[src/rtl/barcode_pkg.sv]
// Shared state type, constants and pulse-width helpers for the queued barcode transmitter.
package barcode_pkg;

    typedef enum logic [2:0] {IDLE, START, DATA, PARITY, GAP} bc_state_t;

    localparam int unsigned MIN_PERIOD = 4;

    function automatic logic [31:0] low_time_one(input logic [31:0] p);
        return p >> 2;
    endfunction

    function automatic logic [31:0] low_time_zero(input logic [31:0] p);
        return p - (p >> 2);
    endfunction

endpackage

[src/rtl/barcode_mimic_q_fifo.sv]
// Synchronous FIFO with extra-MSB pointers; a write into a full FIFO succeeds
// when a read happens in the same cycle.
module bc_fifo #(
    parameter int unsigned WIDTH = 8,
    parameter int unsigned DEPTH = 4
) (
    input  logic             clk,
    input  logic             rst_n,
    input  logic             wr,
    input  logic             rd,
    input  logic [WIDTH-1:0] din,
    output logic [WIDTH-1:0] dout,
    output logic             full,
    output logic             empty,
    input  logic             flush
);
    localparam int unsigned AW = $clog2(DEPTH);

    logic [AW:0]      wptr_q, rptr_q;
    logic [WIDTH-1:0] mem_q [DEPTH];
    logic             do_wr, do_rd;

    assign empty = (wptr_q == rptr_q);
    assign full  = (wptr_q[AW] != rptr_q[AW]) && (wptr_q[AW-1:0] == rptr_q[AW-1:0]);
    assign dout  = mem_q[rptr_q[AW-1:0]];
    assign do_wr = wr && (!full || rd);
    assign do_rd = rd && !empty;

    always_ff @(posedge clk or negedge rst_n) begin
        if (!rst_n) begin
            wptr_q <= '0;
            rptr_q <= '0;
        end else if (flush) begin
            wptr_q <= '0;
            rptr_q <= '0;
        end else begin
            if (do_wr) wptr_q <= wptr_q + 1'b1;
            if (do_rd) rptr_q <= rptr_q + 1'b1;
        end
    end

    always_ff @(posedge clk) begin
        if (do_wr && !flush) mem_q[wptr_q[AW-1:0]] <= din;
    end

endmodule

[src/rtl/barcode_mimic_q.sv]
// Queued single-wire barcode transmitter: pulse-width encoded start, data MSB first,
// optional even parity and an idle-high gap per queued station ID.
module barcode_mimic_q
    import barcode_pkg::*;
#(
    parameter int unsigned ID_W        = 8,
    parameter int unsigned FIFO_DEPTH  = 4,
    parameter int unsigned PERIOD_W    = 22,
    parameter int unsigned PARITY_EN   = 0,
    parameter int unsigned GAP_PERIODS = 2
) (
    input  logic                clk,
    input  logic                rst_n,
    input  logic [PERIOD_W-1:0] period,
    input  logic                send,
    input  logic [ID_W-1:0]     station_ID,
    input  logic                abort,
    input  logic                clr_ovf,
    output logic                BC,
    output logic                BC_done,
    output logic                busy,
    output logic                full,
    output logic                empty,
    output logic                ovf
);
    localparam int unsigned CNT_W = PERIOD_W + $clog2(GAP_PERIODS + 1);
    localparam int unsigned BIT_W = $clog2(ID_W + 1);

    bc_state_t           state_q, state_d;
    logic [PERIOD_W-1:0] p_q, pe;
    logic [CNT_W-1:0]    cnt_q, gap_last_q, p_ext, low_len;
    logic [BIT_W-1:0]    bit_q;
    logic [ID_W-1:0]     shift_q, head;
    logic                par_q, bc_q, bc_d, ovf_q;
    logic                pop, wr, period_end, gap_end, bit_last, cur_bit;

    assign pop = (state_q == IDLE) && !empty && !abort;
    assign wr  = send && !abort && (!full || pop);

    bc_fifo #(
        .WIDTH(ID_W),
        .DEPTH(FIFO_DEPTH)
    ) u_fifo (
        .clk  (clk),
        .rst_n(rst_n),
        .wr   (wr),
        .rd   (pop),
        .din  (station_ID),
        .dout (head),
        .full (full),
        .empty(empty),
        .flush(abort)
    );

    assign pe         = (period < PERIOD_W'(MIN_PERIOD)) ? PERIOD_W'(MIN_PERIOD) : period;
    assign p_ext      = CNT_W'(p_q);
    assign period_end = (cnt_q == p_ext - 1'b1);
    assign gap_end    = (cnt_q == gap_last_q);
    assign bit_last   = (bit_q == BIT_W'(ID_W - 1));
    assign cur_bit    = (state_q == PARITY) ? par_q : shift_q[ID_W-1];

    always_ff @(posedge clk or negedge rst_n) begin
        if (!rst_n) state_q <= IDLE;
        else        state_q <= state_d;
    end

    always_comb begin
        state_d = state_q;
        case (state_q)
            IDLE:    if (pop) state_d = START;
            START:   if (period_end) state_d = DATA;
            DATA:    if (period_end && bit_last) state_d = (PARITY_EN != 0) ? PARITY : GAP;
            PARITY:  if (period_end) state_d = GAP;
            GAP:     if (gap_end) state_d = IDLE;
            default: state_d = IDLE;
        endcase
        if (abort) state_d = IDLE;
    end

    // Low time of the current symbol; IDLE and GAP keep it zero so the line stays high.
    always_comb begin
        low_len = '0;
        unique case (state_q)
            START:        low_len = p_ext >> 1;
            DATA, PARITY: low_len = cur_bit ? CNT_W'(low_time_one(32'(p_q)))
                                            : CNT_W'(low_time_zero(32'(p_q)));
            default:      low_len = '0;
        endcase
        bc_d    = !((cnt_q < low_len) && !abort);
        BC_done = (state_q == GAP) && gap_end && !abort;
        busy    = (state_q != IDLE);
    end

    always_ff @(posedge clk or negedge rst_n) begin
        if (!rst_n) begin
            p_q        <= PERIOD_W'(MIN_PERIOD);
            cnt_q      <= '0;
            gap_last_q <= '0;
            bit_q      <= '0;
            shift_q    <= '0;
            par_q      <= 1'b0;
        end else if (abort) begin
            cnt_q <= '0;
            bit_q <= '0;
        end else if (pop) begin
            p_q     <= pe;
            shift_q <= head;
            par_q   <= ^head;
            cnt_q   <= '0;
            bit_q   <= '0;
        end else if (state_q != IDLE) begin
            if ((state_q == GAP) ? gap_end : period_end) cnt_q <= '0;
            else                                         cnt_q <= cnt_q + 1'b1;
            if (state_q == DATA && period_end) begin
                shift_q <= shift_q << 1;
                bit_q   <= bit_q + 1'b1;
            end
            // Gap length is formed once on entry so the multiply is off the per-cycle path.
            if (state_d == GAP && state_q != GAP) begin
                gap_last_q <= CNT_W'(GAP_PERIODS) * p_ext - 1'b1;
            end
        end
    end

    always_ff @(posedge clk or negedge rst_n) begin
        if (!rst_n) begin
            bc_q  <= 1'b1;
            ovf_q <= 1'b0;
        end else begin
            bc_q <= bc_d;
            if (send && full && !pop && !abort) ovf_q <= 1'b1;
            else if (clr_ovf)                   ovf_q <= 1'b0;
        end
    end

    assign BC  = bc_q;
    assign ovf = ovf_q;

endmodule

[config.mk]
export PLATFORM = sky130hd
export DESIGN_NAME = barcode_mimic_q
export DESIGN_NICKNAME = d
export VERILOG_FILES = /design/src/rtl/barcode_pkg.sv /design/src/rtl/barcode_mimic_q_fifo.sv /design/src/rtl/barcode_mimic_q.sv
export SDC_FILE = /design/constraint.sdc
export NUM_CORES = 1
export LEC_CHECK = 0
export ABC_AREA = 1
export CORE_MARGIN = 8
export CORE_UTILIZATION = 50
export DETAILED_ROUTE_END_ITERATION = 16
export GPL_TIMING_DRIVEN = 0
export PLACE_DENSITY = 0.64
export REMOVE_ABC_BUFFERS = 1
export SKIP_LAST_GASP = 1
export SLEW_MARGIN = 15
export SYNTH_ARGS = -nofsm -noshare
export SYNTH_HDL_FRONTEND = slang
export SYNTH_HIERARCHICAL = 1
export SYNTH_SLANG_ARGS = --single-unit
[constraint.sdc]
create_clock -name clk -period 5.19 [get_ports clk]
set_clock_uncertainty 0.2 [all_clocks]
set_input_delay 1.038 -clock clk [delete_from_list [all_inputs] [get_ports clk]]
set_output_delay 1.038 -clock clk [all_outputs]
set_load 0.02 [all_outputs]
==> impl_metrics.ini <==
[outcome]
status = completed

[routing]
top_layer = met4
firstDrtPassIters = 6
met3_length_um = 1175
viasPerCell = 5.616
drcViolationCount = 0
wl_met2_um = 10890
vias = 8228
ant_nets = 0
drt-met1-wl_um = 11520
drt_first_iter_violations = 669
avgRoutedWirePerCell_um = 16.44
wirelength_um = 24080

[timing]
finalHoldViolCount = 0
max_clock_freq_mhz = 204.2
fin_crit_ns = 4.898
relSlewSlack_pct = 22.34
worstMarginPinSlew_ns = 1.162
finalCritPeriodShare_pct = 94.38
setup_ws_ns = 0.2918
hold_ws_ns = 0.2669
setup_violations = 0
tns_ns = 0
drv_slew = 0

[logic_synthesis]
postSynthAreaPerCell_sq_um = 7.548
ys.flop_type = dfrtp_1
synth_enable_flop_cells = 32
synth.distinct_cells = 49
syn_inst = 1200
seq_area_frac_synth_pct = 36.61
ys_seq_elements = 126
yosys_warnings = 6
synthArstFlopShare_pct = 74.60
synth_area_sq_mm = 0.009057

[pwr]
powerDensity_mw_per_mm2 = 428.5
power_leakage_nw = 4.576
vdd_drop_max_mv = 0.2840

[placement]
port_buffers = 40
dp_slack_ns = 0.08630
globalplace.congestion = 0.9107
place_hpwl_um = 17880
placed_cell_area_sq_mm = 0.009622

[finish]
final_area_sq_mm = 0.01024
final_cell_mix = nand2_1 (299), inv_1 (107), nor2_1 (100)
diodes = 0
syn2layout_area_growth_pct = 13.11
fin_nets = 1310
final_common_cell = nand2_1
drive_above_1_share_pct = 7.201
utilization_pct = 57.42

[die]
die_area_sq_mm = 0.02268
rows = 49
ios = 41
start_util_pct = 50.77
core_sq_mm = 0.01784
dieWidth_um = 150.6
die-height_um = 150.6

[grt]
grt-ovfl-total = 0
track_usage_pct = 22.27
grt_pass1_vias = 7737
grt_max_degree = 70
grt_antenna_before_repair = 0
grt_pass1_wl_um = 40250

[critical_path]
endpoint_kind = register
worstPathMaxFanout = 26
start_kind = register
critPathSlowestCell = or4_1
arrival_ns = 5.06
crit_type = register to register
crit_path_frequent_cell = nand2_1
required_ns = 5.36
cpPeakStageDelay_ns = 0.61
path_cells = inv_1 -> nand2_1 -> nor2_1 -> nand2_1 -> o21ai_4 -> clkinvlp_4 -> nor2_1 -> o2111ai_1 -> ha_1 -> nand2_1 -> or4_1 -> nor4_1 -> nand2_1 -> nand3b_1

[cts]
clk_pin_slew_worst_paths_ns = 0.07
clockBufferDepth = 2
cts_hold_buf = 0
clockRootBuffer = clkbuf_16
clk_latency_ns = 0.43
cts_max_level = 4
cts_num_sinks = 126
cts_buffers = 17
cts_tree = built

[run]
cap_violations = 0

[hold_path]
hp-class = input port to async pin
## where the power goes
| group | total [mW] | leakage [nW] | internal (mW) | switching (mW) |
|---|---|---|---|---|
| clock network | 1.25 | 0.300 | 0.697 | 0.550 |
| logic | 1.85 | 2.74 | 0.627 | 1.22 |
| registers | 1.29 | 1.54 | 1.13 | 0.160 |
## stage by stage
stage / cells / total power, mW
finish: 1465 / 4.390
global route: 1465 / 4.719
CTS: 1465 / 4.374
detailed placement: 1433 / 3.115
global placement: 1430 / 3.087
floorplan: 1161 / 2.623
## Yosys cell counts (5+ instances only)
library cell,count,share of area [%]
nand2_2,9,0.62
or2_2,5,0.35
nor2_4,6,0.75
inv_2,8,0.33
o21ai_0,75,4.1
nor4_1,13,0.90
xnor2_1,21,2.0
nand4_1,47,3.2
xor2_1,35,3.4
nor3_1,12,0.66
o21ai_1,9,0.50
buf_2,9,0.50
nor2_1,101,4.2
clkbuf_1,23,0.95
mux2i_1,8,0.88
inv_1,107,4.4
a22oi_1,16,1.3
edfxtp_1,32,11
nand2_1,299,12
nand3_1,72,4.0
dfrtp_1,92,25
a21oi_1,65,3.6
o22ai_1,35,2.4
ha_1,51,7.0
## worst paths after layout
check	start	endpoint	slack (ns)	cells past startpoint
setup / recovery	state_q[2]	BC	0.29	14
max in group asynchronous	rst_n	gap_last_q[4]	3.87	2
setup reg to reg	state_q[2]	BC	0.29	14
hold / removal	rst_n	p_q[19]	0.27	1
min in group clk	par_q	par_q	0.28	2
hold reg to reg	par_q	par_q	0.28	2
## kinds of logic (layout without fill, tap and decap cells)
logic type               Yosys count  count (layout)  share of synthesized area [%]
buffers and inverters            159             195                          7.156
multiplexers                       8               8                         0.8841
AND/OR/NAND/NOR                  587             587                          29.58
adder cells (fa/ha/maj)           52              52                          7.266
AO/OA/AOI/OAI                    211             211                          12.92
XOR/XNOR                          57              57                          5.595
flip-flops                       126             126                          36.61
## timing repair
item / 4_1_cts / 5_1_grt
setup buffers: 0 / 0
endpoints found under the setup margin: 0 / 1
resized for setup: 0 / 2
## sequential cells by signal, indices dropped and copies added (netlist names)
register,flops
shift_q,8
u_fifo/rptr_q,3
ovf,1
gap_last_q,24
par_q,1
u_fifo/mem_q,32
state_q,3
p_q,22
BC,1
cnt_q,24
u_fifo/wptr_q,3
bit_q,4
## per-layer routing
layer / up-vias / GRT usage, %
met3: 32 / 4.058
met2: 205 / 34.46
met4: 0 / 7.076
met5: - / 0
li1: 4139 / -
met1: 3852 / 30.94
## cell type report
cell class	instances	area (sq um)
Multi-Input combinational cell	915	5117
Sequential cell	126	3316
Timing Repair Buffer	43	456.7
Tap cell	229	286.5
Clock buffer	17	425.4
Inverter	120	456.7
Fill cell	1695	7596
Clock inverter	15	186.4
## worst max-delay path: cells and delay by family (launching register included)
| family | cells | cell delay (ns) |
|---|---|---|
| AO/OA/AOI/OAI | 2 | 0.46 |
| buffers and inverters | 2 | 0.68 |
| AND/OR/NAND/NOR | 9 | 2.72 |
| flip-flops | 1 | 0.41 |
| adder cells (fa/ha/maj) | 1 | 0.34 |
Power figures use the tool's default switching activity.
